$ cat config.mk
export PLATFORM = sky130hd
export DESIGN_NAME = matcop_issue_ctrl_flat
export DESIGN_NICKNAME = d
export VERILOG_FILES = /design/src/rtl/matcop_issue_ctrl_if.sv /design/src/rtl/matcop_issue_ctrl.sv /design/src/flat_wrapper.sv
export SDC_FILE = /design/constraint.sdc
export NUM_CORES = 1
export LEC_CHECK = 0
export CORE_MARGIN = 4
export CORE_UTILIZATION = 44
export DETAILED_ROUTE_END_ITERATION = 16
export HOLD_SLACK_MARGIN = 0.02
export PLACE_DENSITY = 0.92
export SYNTH_ARGS = -nofsm -noshare
export SYNTH_HDL_FRONTEND = slang
export SYNTH_SLANG_ARGS = --single-unit
$ cat constraint.sdc
create_clock -name clk -period 3.15 [get_ports clk]
set_clock_uncertainty 0.05 [all_clocks]
set_input_delay 0.63 -clock clk [delete_from_list [all_inputs] [get_ports clk]]
set_output_delay 0.63 -clock clk [all_outputs]
set_load 0.02 [all_outputs]
$ cat src/rtl/matcop_issue_ctrl_if.sv
// rtl/matcop_issue_ctrl_if.sv - issue, coprocessor and writeback signal bundle for matcop_issue_ctrl
interface matcop_issue_ctrl_if #(
    parameter int OPC_W = 6,
    parameter int GPR_W = 32,
    parameter int RA_W  = 5
);
    logic             issue_valid;
    logic             issue_ready;
    logic [OPC_W-1:0] issue_op;
    logic [GPR_W-1:0] issue_rs;
    logic [GPR_W-1:0] issue_rt;
    logic [RA_W-1:0]  issue_rd;
    logic             flush;
    logic             stall;
    logic [OPC_W-1:0] cop_op;
    logic [GPR_W-1:0] cop_rs;
    logic [GPR_W-1:0] cop_rt;
    logic [GPR_W-1:0] cop_rd_value;
    logic             cop_result_valid;
    logic             cop_error;
    logic             wb_valid;
    logic             wb_ready;
    logic [RA_W-1:0]  wb_rd;
    logic [GPR_W-1:0] wb_data;
    logic [1:0]       wb_exc;

    // Controller side
    modport slave (
        input  issue_valid, issue_op, issue_rs, issue_rt, issue_rd, flush,
        input  cop_rd_value, cop_result_valid, cop_error, wb_ready,
        output issue_ready, stall, cop_op, cop_rs, cop_rt,
        output wb_valid, wb_rd, wb_data, wb_exc
    );

    // Pipeline / coprocessor / writeback side
    modport master (
        output issue_valid, issue_op, issue_rs, issue_rt, issue_rd, flush,
        output cop_rd_value, cop_result_valid, cop_error, wb_ready,
        input  issue_ready, stall, cop_op, cop_rs, cop_rt,
        input  wb_valid, wb_rd, wb_data, wb_exc
    );
endinterface

$ cat src/rtl/matcop_issue_ctrl.sv
// rtl/matcop_issue_ctrl.sv - issue/writeback controller for the multiply/divide-mod coprocessor
// Holds operands at the coprocessor while BUSY, captures result/error/timeout, hands off to writeback.
module matcop_issue_ctrl #(
    parameter int               OPC_W   = 6,
    parameter int               GPR_W   = 32,
    parameter int               RA_W    = 5,
    parameter logic [OPC_W-1:0] OP_NOP  = '0,
    parameter int               TIMEOUT = 32
) (
    input  logic                clk,
    input  logic                rst,
    matcop_issue_ctrl_if.slave  bus
);
    localparam int WD_W = $clog2(TIMEOUT + 1);

    localparam logic [1:0] S_IDLE = 2'd0;
    localparam logic [1:0] S_BUSY = 2'd1;
    localparam logic [1:0] S_DONE = 2'd2;

    localparam logic [1:0] EXC_NONE    = 2'd0;
    localparam logic [1:0] EXC_DIV0    = 2'd1;
    localparam logic [1:0] EXC_TIMEOUT = 2'd2;

    localparam logic [WD_W-1:0] WD_LAST = WD_W'(TIMEOUT - 1);

    logic [1:0]       state;
    logic [WD_W-1:0]  watchdog;
    logic [OPC_W-1:0] cop_op_q;
    logic [GPR_W-1:0] cop_rs_q;
    logic [GPR_W-1:0] cop_rt_q;
    logic             wb_valid_q;
    logic [RA_W-1:0]  wb_rd_q;
    logic [GPR_W-1:0] wb_data_q;
    logic [1:0]       wb_exc_q;

    logic cop_event;

    // Either flag ends the operation; an error alone is treated like a flagged error result.
    assign cop_event = bus.cop_result_valid | bus.cop_error;

    assign bus.issue_ready = (state == S_IDLE);
    assign bus.stall       = (bus.issue_valid & (state == S_IDLE))
                           | (state == S_BUSY)
                           | ((state == S_DONE) & ~bus.wb_ready);

    assign bus.cop_op   = cop_op_q;
    assign bus.cop_rs   = cop_rs_q;
    assign bus.cop_rt   = cop_rt_q;
    assign bus.wb_valid = wb_valid_q;
    assign bus.wb_rd    = wb_rd_q;
    assign bus.wb_data  = wb_data_q;
    assign bus.wb_exc   = wb_exc_q;

    always_ff @(posedge clk) begin
        if (rst) begin
            state      <= S_IDLE;
            watchdog   <= '0;
            cop_op_q   <= OP_NOP;
            cop_rs_q   <= '0;
            cop_rt_q   <= '0;
            wb_valid_q <= 1'b0;
            wb_rd_q    <= '0;
            wb_data_q  <= '0;
            wb_exc_q   <= EXC_NONE;
        end else if (bus.flush) begin
            // Abort: the coprocessor sees NOP and any pending result is dropped.
            state      <= S_IDLE;
            watchdog   <= '0;
            cop_op_q   <= OP_NOP;
            wb_valid_q <= 1'b0;
            wb_exc_q   <= EXC_NONE;
        end else begin
            case (state)
                S_IDLE: begin
                    if (bus.issue_valid) begin
                        cop_op_q <= bus.issue_op;
                        cop_rs_q <= bus.issue_rs;
                        cop_rt_q <= bus.issue_rt;
                        wb_rd_q  <= bus.issue_rd;
                        watchdog <= '0;
                        state    <= S_BUSY;
                    end
                end

                S_BUSY: begin
                    watchdog <= watchdog + 1'b1;
                    // A result in the last watchdog cycle beats the timeout.
                    if (cop_event) begin
                        wb_data_q  <= bus.cop_error ? '0 : bus.cop_rd_value;
                        wb_exc_q   <= bus.cop_error ? EXC_DIV0 : EXC_NONE;
                        cop_op_q   <= OP_NOP;
                        wb_valid_q <= 1'b1;
                        state      <= S_DONE;
                    end else if (watchdog == WD_LAST) begin
                        wb_data_q  <= '0;
                        wb_exc_q   <= EXC_TIMEOUT;
                        cop_op_q   <= OP_NOP;
                        wb_valid_q <= 1'b1;
                        state      <= S_DONE;
                    end
                end

                S_DONE: begin
                    if (bus.wb_ready) begin
                        wb_valid_q <= 1'b0;
                        state      <= S_IDLE;
                    end
                end

                default: begin
                    state    <= S_IDLE;
                    cop_op_q <= OP_NOP;
                end
            endcase
        end
    end
endmodule

$ cat src/flat_wrapper.sv
// flat-port wrapper written by rule: the top's interface ports become plain ports
module matcop_issue_ctrl_flat 
#(
    parameter int               OPC_W   = 6,
    parameter int               GPR_W   = 32,
    parameter int               RA_W    = 5,
    parameter logic [OPC_W-1:0] OP_NOP  = '0,
    parameter int               TIMEOUT = 32
)
  (clk, rst, bus_issue_valid, bus_issue_op, bus_issue_rs, bus_issue_rt, bus_issue_rd, bus_flush, bus_cop_rd_value, bus_cop_result_valid, bus_cop_error, bus_wb_ready, bus_issue_ready, bus_stall, bus_cop_op, bus_cop_rs, bus_cop_rt, bus_wb_valid, bus_wb_rd, bus_wb_data, bus_wb_exc);
  matcop_issue_ctrl_if #(.OPC_W(OPC_W), .GPR_W(GPR_W), .RA_W(RA_W)) bus_i ();
  input  logic clk;
  input  logic rst;
  input wire logic [$bits(bus_i.issue_valid)-1:0] bus_issue_valid;
  input wire logic [$bits(bus_i.issue_op)-1:0] bus_issue_op;
  input wire logic [$bits(bus_i.issue_rs)-1:0] bus_issue_rs;
  input wire logic [$bits(bus_i.issue_rt)-1:0] bus_issue_rt;
  input wire logic [$bits(bus_i.issue_rd)-1:0] bus_issue_rd;
  input wire logic [$bits(bus_i.flush)-1:0] bus_flush;
  input wire logic [$bits(bus_i.cop_rd_value)-1:0] bus_cop_rd_value;
  input wire logic [$bits(bus_i.cop_result_valid)-1:0] bus_cop_result_valid;
  input wire logic [$bits(bus_i.cop_error)-1:0] bus_cop_error;
  input wire logic [$bits(bus_i.wb_ready)-1:0] bus_wb_ready;
  output wire logic [$bits(bus_i.issue_ready)-1:0] bus_issue_ready;
  output wire logic [$bits(bus_i.stall)-1:0] bus_stall;
  output wire logic [$bits(bus_i.cop_op)-1:0] bus_cop_op;
  output wire logic [$bits(bus_i.cop_rs)-1:0] bus_cop_rs;
  output wire logic [$bits(bus_i.cop_rt)-1:0] bus_cop_rt;
  output wire logic [$bits(bus_i.wb_valid)-1:0] bus_wb_valid;
  output wire logic [$bits(bus_i.wb_rd)-1:0] bus_wb_rd;
  output wire logic [$bits(bus_i.wb_data)-1:0] bus_wb_data;
  output wire logic [$bits(bus_i.wb_exc)-1:0] bus_wb_exc;
  assign bus_i.issue_valid = bus_issue_valid;
  assign bus_i.issue_op = bus_issue_op;
  assign bus_i.issue_rs = bus_issue_rs;
  assign bus_i.issue_rt = bus_issue_rt;
  assign bus_i.issue_rd = bus_issue_rd;
  assign bus_i.flush = bus_flush;
  assign bus_i.cop_rd_value = bus_cop_rd_value;
  assign bus_i.cop_result_valid = bus_cop_result_valid;
  assign bus_i.cop_error = bus_cop_error;
  assign bus_i.wb_ready = bus_wb_ready;
  assign bus_issue_ready = bus_i.issue_ready;
  assign bus_stall = bus_i.stall;
  assign bus_cop_op = bus_i.cop_op;
  assign bus_cop_rs = bus_i.cop_rs;
  assign bus_cop_rt = bus_i.cop_rt;
  assign bus_wb_valid = bus_i.wb_valid;
  assign bus_wb_rd = bus_i.wb_rd;
  assign bus_wb_data = bus_i.wb_data;
  assign bus_wb_exc = bus_i.wb_exc;
  matcop_issue_ctrl #(.OPC_W(OPC_W), .GPR_W(GPR_W), .RA_W(RA_W), .OP_NOP(OP_NOP), .TIMEOUT(TIMEOUT)) u_core (.clk(clk), .rst(rst), .bus(bus_i));
endmodule
; Word-level counts from Yosys, hierarchy flattened
; Index checks and enable logic that the tools add are counted.
[word_totals]
register_bits = 118
elab_cells = 56
in_bits = 114
[classes]
bitwise_logic = 8
n_eq_ne = 6
add_sub_neg = 1
reduce_logical = 12
muxes = 20
[op_table]
columns = operator, count
row1 = 2-to-1 mux 32 bit, 3
row2 = 2-to-1 mux 6 bit, 4
row3 = one-hot mux 6 bit (3 select lines), 1
row4 = AND reduction 3 bit, 5
row5 = one-hot mux 6 bit (2 select lines), 1
row6 = 2-to-1 mux 2 bit, 5
row7 = adder 6 x 1 -> 6 bit (second input constant), 1
row8 = == test 6 x 5 -> 1 bit (second input constant), 1
row9 = one-hot mux 2 bit (3 select lines), 1
row10 = nonzero test 2 bit, 3
row11 = 2-to-1 mux 1 bit, 4
row12 = != test 2 bit (second input constant), 2
row13 = AND reduction 2 bit, 2
row14 = != test 3 x 2 -> 1 bit (second input constant), 1
row15 = inverter 1 bit, 3
row16 = bitwise OR 1 bit, 3
row17 = bitwise AND 1 bit, 2
row18 = == test 2 x 1 -> 1 bit (second input constant), 1
row19 = == test 2 bit (second input constant), 1
row20 = zero test 2 bit, 1
row21 = one-hot mux 1 bit (2 select lines), 1
row22 = OR reduction 2 bit, 1

; Longest topological paths before layout
; Gate-level depths: netlist of run 1.
[logic_depth]
ltp_word = 4
ltp_mapped = 10
mapped_depth_nobuf = 6

; Worst setup path after synthesis of run 1
; OpenSTA, ideal clock, no wires.
[synth_timing]
kind = flip-flop to flip-flop
startpoint = register u_core.state[0]
endpoint = register u_core.cop_rs_q[11], in the netlist u_core.bus.cop_rs[11]
path_buffers = 4
t_required_ps = 2968
period_less_slack_ps = 1824
setup_slack_ps = 1326
path_stages_with_launch = 11
arrival_time_ps = 1642
path_cell_list = dfxtp_1 inv_1 ha_1 buf_4 nand2_4 or2_1 buf_2 buf_6 buf_6 nand2_1 a21oi_1
[synth_between]
elab_chain_cells = 2
[synth_rtl]
columns = element, line_no
row1 = from (decl), matcop_issue_ctrl.sv:26  ; logic [1:0] state;
row2 = from (signal assigned), matcop_issue_ctrl.sv:56  ; state <= S_IDLE;
row3 = from (signal assigned), matcop_issue_ctrl.sv:67  ; state <= S_IDLE;
row4 = from (signal assigned), matcop_issue_ctrl.sv:81  ; state <= S_BUSY;
row5 = zero test 2 bit, -
row6 = via bus_issue_ready, flat_wrapper.sv:24  ; output wire logic [$bits(bus_i.issue_ready)-1:0] bus_issue_ready;
row7 = AND reduction 3 bit (no line), -
row8 = to (signal assigned), matcop_issue_ctrl.sv:77  ; cop_rs_q <= bus.issue_rs;
row9 = to (decl), matcop_issue_ctrl.sv:29  ; logic [GPR_W-1:0] cop_rs_q;
; The timed path passes the listed nets, and every way through them passes these cells.
; A chain may end at the register's enable or synchronous reset.

; Worst setup path after layout of run 1
[layout_timing]
startpoint = register u_core.state[0]
endpoint = output bus_stall
[layout_between]
elab_chain_cells = 4
elab_cells_between_ends = 7
classes_between = eq/ne (2) / bitwise (4) / reduce/logical (1)
[layout_rtl]
columns = element, line_no
row1 = zero test 2 bit, matcop_issue_ctrl.sv:42  ; assign bus.stall = (bus.issue_valid & (state == S_IDLE))
row2 = bitwise AND 1 bit, matcop_issue_ctrl.sv:42
row3 = bitwise OR 1 bit, matcop_issue_ctrl.sv:43  ; | (state == S_BUSY)
row4 = bitwise OR 1 bit (*), matcop_issue_ctrl.sv:44  ; | ((state == S_DONE) & ~bus.wb_ready);
row5 = to (decl), flat_wrapper.sv:25  ; output wire logic [$bits(bus_i.stall)-1:0] bus_stall;
; Every way passes the cells marked *; elsewhere a longest branch is shown, timed or not.

==> results.sh, run 1 <==
export IMPL_slowest_stage="clkdlybuf4s50_1"
export IMPL_ys_seq_area_share_pct=50.8
export IMPL_netlist_area_sq_um=4650
export IMPL_syn_instance_count=544
export IMPL_synthAdderAreaFrac_pct=1.35
export IMPL_post_cts_resized=0
export IMPL_cp_buffers_inverters=2
export IMPL_synth_top_family_by_area="simple AND/OR/NAND/NOR gates"
export IMPL_dp_hpwl_mm=10.1
export IMPL_clk_pin_slew_ns=0.06
export IMPL_power_density_nw_per_um2=547
export IMPL_fmax_ghz=0.346
export IMPL_final_common_cell="clkdlybuf4s50_1"
export IMPL_fp_dieH_um=111
export IMPL_root_buffer="clkbuf_8"
export IMPL_design_area_sq_um=7520
export IMPL_die_w_um=111
export IMPL_crit_type="reg2out"
export IMPL_p_leak_nw=2.89
export IMPL_finalCriticalPeriod_ns=2.89
export IMPL_final_cell_mix="clkdlybuf4s50_1 (224), nand2_1 (182), dfxtp_1 (118)"
export IMPL_syn_area_per_cell_sq_um=8.54
export IMPL_drt_wl_total_mm=14.5
export IMPL_grt_pass1_wl_mm=23.1
export IMPL_start_kind="flip-flop"
export IMPL_num_vias=4518
export IMPL_coreArea_sq_um=10300
export IMPL_fin_crit_sh_pct=91.7
export IMPL_yosys_area_share_simple_pct=24.0
export IMPL_drc=0
export IMPL_synth_fp_nets=663
export IMPL_worstPathRequired_ns=2.47
export IMPL_rows=37
export IMPL_clockBufferDepth=2
export IMPL_cts_buffers=17
export IMPL_synth_compound_area_share_pct=10.1
export IMPL_postRouteAntennaNets=0
export IMPL_avgRoutedWirePerCell_um=16.0
export IMPL_path_max_fanout=11
export IMPL_port_buffers=225
export IMPL_post_cts_buffers=0
export IMPL_htree_levels=4
export IMPL_maxCapViolCount=0
export IMPL_track_usage_pct=23.2
export IMPL_rsz0062_at_grt="false"
export IMPL_synthArstFlopShare_pct=0
export IMPL_drv_slew=0
export IMPL_worst_skew_pair_late_latency_ns=0.51
export IMPL_crit_path_end_kind="primary output"
export IMPL_drt_initial_drc_count=384
export IMPL_hold_viol=0
export IMPL_fin_util_pct=72.8
export IMPL_numClockSinks=118
export IMPL_boundaryPins=226
export IMPL_hold_path_class="reg2reg"
export IMPL_worstPathCellList="inv_1 > ha_1 > nand2_4 > nand2_1 > clkdlybuf4s50_1"
export IMPL_hold_buffers=0
export IMPL_drive_above_1_share_pct=6.23
export IMPL_die_area_sq_um=12300
export IMPL_gp_congestion=0.830
export IMPL_final_net_count=877
export IMPL_ys_seq_elements=118
export IMPL_tns_ns=0
export IMPL_area_growth_pct=61.7
export IMPL_holdWs_ns=0.402
export IMPL_slew_headroom_pct=53.0
export IMPL_overflow=0
export IMPL_vdd_drop_max_mv=0.288
export IMPL_cp_top_family="buffers and inverters"
export IMPL_synthFlopType="dfxtp_1"
export IMPL_crit_arrival_ns=2.21
export IMPL_post_dp_cell_area_sq_um=6900
export IMPL_synthMuxAreaShare_pct=8.40
export IMPL_grt_pass1_vias=4640
export IMPL_synth_warnings=0
export IMPL_finalSetupViolations=0
export IMPL_cts_tree="yes"
export IMPL_antenna_cells=0
export IMPL_grt_max_degree=70
export IMPL_avgViaCountPerCell=4.98
export IMPL_drt_pass1_iter_count=4
export IMPL_antenna_found_initial=0
export IMPL_outcome="completed"
export IMPL_start_util_pct=45.0
export IMPL_synth_xor_area_share_pct=0.188
export IMPL_power_mw=4.11
export IMPL_worst_pin_slew_ns=0.704
export IMPL_synth_cell_type_count=38
export IMPL_synth_edf_count=0
export IMPL_max_stage_delay_ns=0.60
-- metrics by stage --
stage | worst slack (ns) | instances
detailed placement | 0.511 | 875
global placement | 0.513 | 875
finish | 0.260 | 907
global route | 0.132 | 907
CTS | 0.244 | 907
floorplan | 1.33 | 544
-- Yosys cell counts (2+ instances only) --
cell type / count / area share [%]
nand2_1: 182 / 15
dfxtp_1: 118 / 51
a21oi_1: 76 / 8.2
mux2i_1: 39 / 8.4
nand2b_1: 33 / 4.4
clkbuf_1: 18 / 1.5
nand3_1: 10 / 1.1
buf_2: 9 / 0.97
nor2_1: 9 / 0.73
o21ai_0: 6 / 0.65
ha_1: 5 / 1.3
buf_12: 3 / 1.3
buf_6: 3 / 0.73
nor2b_1: 3 / 0.40
buf_1: 2 / 0.16
buf_4: 2 / 0.32
inv_1: 2 / 0.16
nand3b_1: 2 / 0.32
nor3_1: 2 / 0.22
nor3b_1: 2 / 0.32
-- registers in the layout, indices dropped and copies added (netlist names) --
name,cells
u_core.bus.cop_rt,32
u_core.bus.wb_data,32
u_core.bus.cop_op,6
u_core.bus.wb_valid,1
u_core.state,2
u_core.bus.wb_rd,5
u_core.bus.wb_exc,2
u_core.watchdog,6
u_core.bus.cop_rs,32
-- worst min-delay path: stages (launching register included) --
cell and delay [ns]:
dfxtp_1 0.30, nand2_1 0.05, a21oi_1 0.05
-- layout make-up --
| type | count | area [sq um] |
|---|---|---|
| inverters | 2 | 7.51 |
| clock buffers | 20 | 445 |
| clock inverters | 12 | 176 |
| multi-input cells | 387 | 2060 |
| fillers | 734 | 2810 |
| repair buffers | 232 | 2300 |
| well taps | 136 | 170 |
| flip-flops and latches | 118 | 2360 |
-- final timing paths --
kind | startpoint | to | depth (start not counted) | slack [ns]
worst max-delay path | u_core.state[0] | bus_stall | 5 | 0.26
worst min-delay path | u_core.bus.cop_rt[23] | u_core.bus.cop_rt[23] | 2 | 0.40
worst max register to register | u_core.state[0] | u_core.bus.cop_rs[24] | 7 | 0.96
worst min register to register | u_core.bus.cop_rt[23] | u_core.bus.cop_rt[23] | 2 | 0.40
-- power by group --
part / internal, mW / leakage (nW) / switching (mW)
Sequential: 1.55 / 0.959 / 0.0286
Clock: 1.32 / 0.289 / 0.675
Combinational: 0.280 / 1.65 / 0.257
-- cells by family after synthesis --
family / Yosys count
buffers and inverters: 39
adders and majority gates: 5
AOI/OAI and AO/OA: 89
DFF: 118
muxes: 39
and+or+nand+nor: 253
xor gates and xnor gates: 1
-- routing by layer --
layer	global-route usage, %	up-vias	wire (um)
li1	-	2210	-
met1	23.4	2091	5230
met2	42.8	174	7710
met3	6.71	43	922
met4	12.3	0	617
met5	0	-	0
Note: power is estimated with default switching activity, not from simulation.
==> inputs of run 2 (changes only) <==
Settings changed: CORE_MARGIN 4 to unset, SLEW_MARGIN set to 30.
==> results.sh, run 2 (same netlist as run 1, synthesis figures left out) <==
export IMPL_pre_cts_slack_ns=0.476
export IMPL_num_vias=4516
export IMPL_worst_skew_pair_late_latency_ns=0.50
export IMPL_drive_above_1_share_pct=5.71
export IMPL_grt_util_met1_pct=25.2
export IMPL_cts_buffers=17
export IMPL_gp_congestion=0.770
export IMPL_drt_pass1_iter_count=4
export IMPL_use_met3_pct=6.67
export IMPL_dp_hpwl_mm=9.45
export IMPL_path_max_fanout=11
export IMPL_fmax_ghz=0.344
export IMPL_maxCapViolCount=0
export IMPL_grt_busiest_layer="met2"
export IMPL_tns_ns=0
export IMPL_drv_slew=0
export IMPL_postRouteAntennaNets=0
export IMPL_clk_pin_slew_ns=0.05
export IMPL_final_common_cell="clkdlybuf4s50_1"
export IMPL_fin_crit_sh_pct=92.2
export IMPL_die_w_um=105
export IMPL_rows=37
export IMPL_max_stage_delay_ns=0.60
export IMPL_grt_pass1_wl_mm=21.1
export IMPL_overflow=0
export IMPL_worstPathRequired_ns=2.47
export IMPL_grt_met2_usage_pct=44.3
export IMPL_numClockSinks=118
export IMPL_vdd_drop_max_mv=0.361
export IMPL_boundaryPins=226
export IMPL_drt_initial_drc_count=300
export IMPL_clockBufferDepth=2
export IMPL_crit_path_end_kind="primary output"
export IMPL_grt_pass1_vias=4448
export IMPL_die_area_sq_um=11000
export IMPL_hold_buffers=0
export IMPL_start_util_pct=45.2
export IMPL_start_kind="flip-flop"
export IMPL_cp_buffers_inverters=2
export IMPL_cp_top_family="buffers and inverters"
export IMPL_post_cts_resized=0
export IMPL_outcome="completed"
export IMPL_avgViaCountPerCell=4.98
export IMPL_drt_wl_total_mm=13.4
export IMPL_htree_levels=4
export IMPL_fillers=754
export IMPL_finalCriticalPeriod_ns=2.90
export IMPL_worst_pin_slew_ns=0.709
export IMPL_track_usage_pct=24.2
export IMPL_antenna_cells=0
export IMPL_hold_viol=0
export IMPL_worst_slack_ns=0.247
export IMPL_rrSetupSlack_ns=0.93
export IMPL_crit_type="reg2out"
export IMPL_final_cell_mix="clkdlybuf4s50_1 (224), nand2_1 (182), dfxtp_1 (118)"
export IMPL_grt_max_degree=70
export IMPL_final_net_count=877
export IMPL_worstPathCellList="inv_1 > ha_1 > nand2_4 > nand2_1 > clkdlybuf4s50_1"
export IMPL_port_buffers=225
export IMPL_power_density_nw_per_um2=530
export IMPL_antenna_found_initial=0
export IMPL_multi_input_area_sq_um=2060
export IMPL_slew_headroom_pct=52.8
export IMPL_slowest_stage="clkdlybuf4s50_1"
export IMPL_finalSetupViolations=0
export IMPL_cts_tree="yes"
export IMPL_avgRoutedWirePerCell_um=14.8
export IMPL_hold_path_class="reg2reg"
export IMPL_post_cts_buffers=0
export IMPL_coreArea_sq_um=10300
export IMPL_drc=0
export IMPL_crit_arrival_ns=2.22
export IMPL_p_leak_nw=2.88
export IMPL_area_growth_pct=60.6
export IMPL_fp_dieH_um=105
export IMPL_seqCellArea_sq_um=2360
export IMPL_rsz0062_at_grt="false"
export IMPL_root_buffer="clkbuf_8"
==> run 2: worst paths after layout <==
| kind | end | from | cells after the start |
|---|---|---|---|
| max | bus_stall | u_core.state[0] | 5 |
| min | u_core.bus.cop_rt[28] | u_core.bus.cop_rt[28] | 2 |
| max reg2reg | u_core.bus.cop_rt[10] | u_core.state[0] | 7 |
| min reg2reg | u_core.bus.cop_rt[28] | u_core.bus.cop_rt[28] | 2 |
==> run 2: metal layers <==
metal | vias to the layer above | share of wire, %
met1 | 2087 | 39
met4 | 0 | 3.4
met5 | - | 0
li1 | 2203 | -
met2 | 184 | 52
met3 | 42 | 5.8
==> run 2: final cells by class <==
| class | instances | share of cell area (%) |
|---|---|---|
| clock buffers | 22 | 5.93 |
| clock inverters | 9 | 1.71 |
| inverters | 2 | 0.101 |
| multi-input cells | 387 | 27.5 |
| flip-flops and latches | 118 | 31.6 |
| well taps | 136 | 2.28 |
| repair buffers | 232 | 30.8 |
==> run 2: where the power goes <==
part           switching, mW  internal, mW
combinational          0.257         0.281
clock                  0.632          1.22
sequential            0.0277          1.55
total                  0.917          3.04
==> run 2: metrics by stage <==
stage | util [%] | hold slack (ns) | std cells | cell area (sq um) | total power [mW]
2_1_floorplan | - | 0.407 | 544 | 4650 | 1.86
3_3_place_gp | 67.1 | 0.391 | 875 | 6900 | 2.12
3_5_place_dp | 67.1 | 0.396 | 875 | 6900 | 2.14
4_1_cts | 72.6 | 0.403 | 906 | 7470 | 4.00
5_1_grt | 72.6 | 0.424 | 906 | 7470 | 4.11
6_report | 72.6 | 0.402 | 906 | 7470 | 3.96
==> run 2: worst min-delay path: cells and delay by family, from the launching register on <==
family,cells,cell delay (ns)
flip-flops,1,0.30
AND/OR/NAND/NOR,1,0.05
AO/OA/AOI/OAI,1,0.05
